File: src/rtl/adder_tree_49_ctrl.sv
// rtl/adder_tree_49_ctrl.sv - frame controller for a 49-input pipelined adder tree
//
// Sequences one frame of FRAME_LEN windows through an external TREE_LAT-stage
// adder tree, tracks which pipeline slots hold real windows, and applies
// result back-pressure by freezing the whole tree.
//
// Optional feature macro: ADDER_TREE_CTRL_RELU_EN (clamp negative results to 0).
//
// Ports:
//   clk, rst             clock, asynchronous active-high reset
//   start, abort         frame start pulse, frame cancel
//   in_valid, in_ready   window-source handshake (window data goes straight to the tree)
//   tree_en              enable for every adder-tree pipeline register
//   tree_sum             signed Q22.16 tree output
//   out_valid, out_ready result handshake
//   out_data             signed Q22.16 result
//   busy                 high whenever not IDLE
//   frame_done           one-cycle pulse at frame completion
module adder_tree_49_ctrl #(
    parameter int FRAME_LEN = 784,
    parameter int CNT_W     = 16,
    parameter int TREE_LAT  = 6
) (
    input  logic        clk,
    input  logic        rst,
    input  logic        start,
    input  logic        abort,
    input  logic        in_valid,
    output logic        in_ready,
    output logic        tree_en,
    input  logic [37:0] tree_sum,
    output logic        out_valid,
    input  logic        out_ready,
    output logic [37:0] out_data,
    output logic        busy,
    output logic        frame_done
);

    typedef enum logic [1:0] {
        IDLE  = 2'd0,
        RUN   = 2'd1,
        DRAIN = 2'd2,
        DONE  = 2'd3
    } state_t;

    localparam logic [CNT_W-1:0] LAST = CNT_W'(FRAME_LEN - 1);

    state_t              state, state_nxt;
    logic [CNT_W-1:0]    in_cnt, out_cnt;
    logic [TREE_LAT-1:0] vld, vld_nxt;
    logic                accept;
    logic                out_hs;
    logic                active;
    logic                kill;
    logic                clr;

    // A result waiting on out_ready freezes the tree so nothing moves or is lost.
    assign out_valid = vld[TREE_LAT-1];
    assign tree_en   = !(out_valid && !out_ready);
    assign out_hs    = out_valid && out_ready;
    assign active    = (state == RUN) || (state == DRAIN);
    assign kill      = abort && active;
    assign clr       = kill || (state == DONE);
    assign busy      = (state != IDLE);

`ifdef ADDER_TREE_CTRL_RELU_EN
    assign out_data = tree_sum[37] ? '0 : tree_sum;
`else
    assign out_data = tree_sum;
`endif

    always_comb begin
        state_nxt  = state;
        in_ready   = 1'b0;
        accept     = 1'b0;
        frame_done = 1'b0;
        case (state)
            IDLE: begin
                // abort is ignored here, so start wins when both are high
                if (start) state_nxt = RUN;
            end
            RUN: begin
                in_ready = tree_en;
                accept   = in_valid && tree_en;
                if (abort)                           state_nxt = IDLE;
                else if (accept && (in_cnt == LAST)) state_nxt = DRAIN;
            end
            DRAIN: begin
                if (abort)                            state_nxt = IDLE;
                else if (out_hs && (out_cnt == LAST)) state_nxt = DONE;
            end
            DONE: begin
                frame_done = 1'b1;
                state_nxt  = IDLE;
            end
            default: state_nxt = IDLE;
        endcase
    end

    // Valid tracker mirrors the tree pipeline: it shifts exactly when the tree does.
    always_comb begin
        vld_nxt = vld;
        if (kill) begin
            vld_nxt = '0;
        end else if (tree_en) begin
            vld_nxt[0] = accept;
            for (int i = 1; i < TREE_LAT; i++) begin
                vld_nxt[i] = vld[i-1];
            end
        end
    end

    always_ff @(posedge clk or posedge rst) begin
        if (rst) begin
            state   <= IDLE;
            vld     <= '0;
            in_cnt  <= '0;
            out_cnt <= '0;
        end else begin
            state <= state_nxt;
            vld   <= vld_nxt;
            if (clr)         in_cnt <= '0;
            else if (accept) in_cnt <= in_cnt + 1'b1;
            if (clr)                   out_cnt <= '0;
            else if (out_hs && active) out_cnt <= out_cnt + 1'b1;
        end
    end

endmodule

File: config.mk
export PLATFORM = sky130hd
export DESIGN_NAME = adder_tree_49_ctrl
export DESIGN_NICKNAME = d
export VERILOG_FILES = /design/src/rtl/adder_tree_49_ctrl.sv
export SDC_FILE = /design/constraint.sdc
export NUM_CORES = 1
export LEC_CHECK = 0
export BUFFER_PORTS_ARGS = -buffer_cell sky130_fd_sc_hd__buf_2
export CORE_ASPECT_RATIO = 1.4
export CORE_UTILIZATION = 53
export DETAILED_ROUTE_END_ITERATION = 6
export GPL_ROUTABILITY_DRIVEN = 0
export GPL_TIMING_DRIVEN = 0
export PLACE_DENSITY = 0.9
export SLEW_MARGIN = 10
export SYNTH_ARGS = -nofsm -noshare
export SYNTH_HDL_FRONTEND = slang
export SYNTH_SLANG_ARGS = --single-unit
File: constraint.sdc
create_clock -name clk -period 4.6 [get_ports clk]
set_input_delay 0.92 -clock clk [delete_from_list [all_inputs] [get_ports clk]]
set_output_delay 0.92 -clock clk [all_outputs]
set_load 0.01 [all_outputs]
==> results.txt <==
----------------------------------------------------
[Power]
  Fraction of power consumed by sequential logic ... 0.431
  Pleak ... roughly 1.4 nW
  Share of power burned in the clock network ... 0.248
  Switching component of the power ... between 0.0003 and 0.0004 W
  Power density cells ... around 350 mW/mm^2
  Net switching share of the total power ... 0.335
  Combinational Power Share ... 0.321
  Worst-case vdd ir drop ... approximately 0.37 mV
  Int Pwr ... 0.000642 W

[Logic synthesis]
  Most frequent cells after synthesis ... 40 x dfrtp_1, 38 x buf_4, 33 x nor2_1, 26 x nand2_1, 23 x xor2_1
  Most used standard cell by instance count after synthesis ... dfrtp_1
  Cell types with the largest area share after synthesis ... dfrtp_1 43%, buf_4 12%, xor2_1 8.6%, nor2_1 5.3%, nand2_1 4.1%
  Number of enable-type register cells in the synthesized netlist ... 0
  Cell taking the most area after synthesis ... dfrtp_1
  Total number of yosys warnings ... 0
  Most instantiated flip-flop cell in the synthesis netlist ... dfrtp_1
  Portion of synthesized cell area occupied by the leading cell type ... 0.425
  Avg Cell Area, Syn ... 9.31 sq um
  Post-synthesis async set-or-reset flop share ... 1.00
  Post-synthesis cell count ... about 250
  Syn Nets ... 304
  Sequential fraction of the synthesis area ... 0.425
  Post-synthesis instance area ... 0.00235 sq mm
  Netlist cell types ... 38
  Number of flip-flops and latches in the synthesized netlist ... 40

[STA]
  Number of failing hold endpoints at the final stage ... 0
  Period Utilization, post-route ... 0.586
  RSZ-0062 raised after global routing ... no
  Max-slew headroom at the worst pin ... 0.686
  Final setup violation count ... 0
  Highest Clock Rate ... approximately 0.37 GHz
  Clock skew ... between 3 and 4 ps
  Final slew viol count ... 0
  Slew at the pin closest to its max-slew limit ... 471 ps
  TNS Setup ... 0 ps
  Minimum clock period after layout ... 2690 ps

[Drt]
  Met3 WL post-DR ... ~260 microns
  Post-detailed-route via-to-cell ratio ... a little over 5
  Detail Route Antenna Nets ... 0
  Initial DRT Pass Iterations ... 4
  Detailed route wirelength on metal2 ... 2.47 mm
  DRC violations left ... 0
  Initial detailed-routing violation count ... 30
  Highest signal layer in the routed design ... met4
  Routed wire length ... approximately 4.6 mm
  Wire per inst ... roughly 12 microns
  Wire length the detailed router placed on met1 ... 1.76 mm
  Vias post-DR ... between 1.5k and 2k

[CTS]
  Maximum level of the CTS H-tree ... 2
  Max clock buf depth ... 2
  Clock slew at reported path FFs ... 70 ps
  Library cell used as clock root buffer ... clkbuf_8
  Number of buffers inserted by hold repair at cts ... 0
  Clock tree from TritonCTS ... built
  Num CTS Buffers ... 5
  Post-CTS setup buffer count ... 0
  Clock sink count ... 40
  Quantity of gates resized following cts ... 0
  Insertion delay of the later-clocked pin in the worst-skew pair ... slightly below 300 ps

[Cells and area]
  Final-stage net count ... 360
  Share of post-route cells with drive strength above 1 ... 0.345
  Summed area of non-filler cells in the final layout ... about 0.0028 sq mm
  Utilization of the core after routing ... 0.656
  Fill cell total of the finished layout ... approximately 340
  Syn-to-layout area delta ... 18.1%
  Antenna diode count ... 0

[Setup path]
  Reg-to-reg critical path endpoint ... in_cnt[1]$_DFFE_PP0P_
  Critical Setup Path Class ... in -> out
  Worst flop-to-flop path startpoint ... state[0]$_DFFE_PP0P_
  Sort of element at the start of the critical path ... input pin
  Endpoint kind of the worst setup timing path ... output port
  FF-to-FF path depth ... 8
  CP Data Required Time ... about 3700 ps
  Signal arrival time at the worst endpoint ... between 1500 and 2000 ps
  Worst R2R Setup Slack ... roughly 2400 ps
  Crit Path Max Fanout ... 8

[Job]
  Max-cap violations ... 0

[Worst hold path]
  Hold Path Stages ... 2
  Worst hold endpoint ... vld[5]$_DFFE_PP0P_
  Hold_sp ... vld[4]$_DFFE_PP0P_
  Worst hold path type ... reg -> reg

[Placed design]
  Detailed-placement wirelength estimate ... about 3.5 mm
  Post-detailed-placement cell area ... between 0.002 and 0.003 sq mm
  Port Buffers ... 48

[Global route]
  Number of global-route vias before repair ... 1719
  Pin count of the biggest net entering global routing ... 26
  Overflow left after global routing ... 0
  GRT Util Overall ... 0.204
  Wire length of the first global-routing pass ... 7.29 mm
  Antenna violations before repair ... 0

[Status]
  Result of the run ... completed

[Floorplan]
  Placeable Area ... 0.00424 sq mm
  Die X-Extent ... between 50 and 60 microns
  Area enclosed by the die boundary ... between 0.004 and 0.005 sq mm
  Initial core utilization ... 0.555
  Row Count ... 28
  IO Pins ... 87
  Y dimension of the die ... about 81 microns

----------------------------------------------------
[power groups by stage]
stage,clock network (W),registers [W],logic (W)
floorplan,0,0.000417,0.000224
global placement,0,0.000419,0.000300
detailed placement,0,0.000422,0.000311
CTS,0.000246,0.000416,0.000313
global route,0.000257,0.000421,0.000344
finish,0.000239,0.000416,0.000310
[worst max-delay path by stage]
stage,start,end,slack [ps],depth (start not counted)
after global routing,out_ready,in_ready,1880,6
final,out_ready,in_ready,1910,6
after floorplan,out_ready,in_ready,2240,4
after global placement,out_ready,in_ready,1960,6
after detailed placement,out_ready,in_ready,1920,6
after CTS,out_ready,in_ready,1910,6
[layout make-up]
type | instances | area [sq um] | share of cell area
timing repair buffer | 49 | 260 | 0.0936
buffer | 48 | 339 | 0.122
multi-input combinational | 159 | 992 | 0.357
sequential | 40 | 1000 | 0.360
clock buffer | 8 | 90.1 | 0.0324
inverter | 6 | 22.5 | 0.00810
tap | 60 | 75.1 | 0.0270
[registers in the layout, indices dropped and copies added (netlist names)]
name / cells
state: 2
vld: 6
out_cnt: 16
in_cnt: 16
[routing by layer]
layer | up-vias | global-route usage
met5 | - | 0
met4 | 0 | 0.0857
met3 | 12 | 0.0478
met2 | 74 | 0.379
met1 | 882 | 0.218
li1 | 911 | -
[metrics by stage]
stage	instances	setup slack, ps	total power, W	hold slack [ps]
finish	370	1910	0.000966	512
CTS	370	1910	0.000975	519
global route	370	1880	0.00102	525
global placement	361	1960	0.000720	481
detailed placement	362	1920	0.000733	495
floorplan	253	2240	0.000641	465
[worst max-delay path, stage by stage]
cell and delay, ps:
buf_2 120, nor2b_1 150, buf_6 160, inv_2 80, and2_1 190, buf_2 150
[layout by cell type (no fill, tap or decap), types with 7 or more instances in the layout]
| cell | instances |
|---|---|
| buf_2 | 49 |
| dfrtp_1 | 40 |
| buf_4 | 38 |
| nor2_1 | 33 |
| nand2_1 | 26 |
| xor2_1 | 23 |
| clkbuf_1 | 9 |
| a21oi_1 | 9 |
| nand3_1 | 8 |
| nand4_1 | 8 |
| ha_1 | 7 |
[cells by family (layout without fill, tap and decap cells)]
kind of cell,count (synthesis),after routing,synth area share
adders and majority gates,7,7,0.0372
and+or+nand+nor,106,106,0.231
DFF,40,40,0.425
AOI/OAI and AO/OA,17,17,0.0446
xor gates and xnor gates,27,27,0.100
buffers and inverters,54,111,0.154
muxes,2,2,0.00850
(Power assumes the default switching activity.)
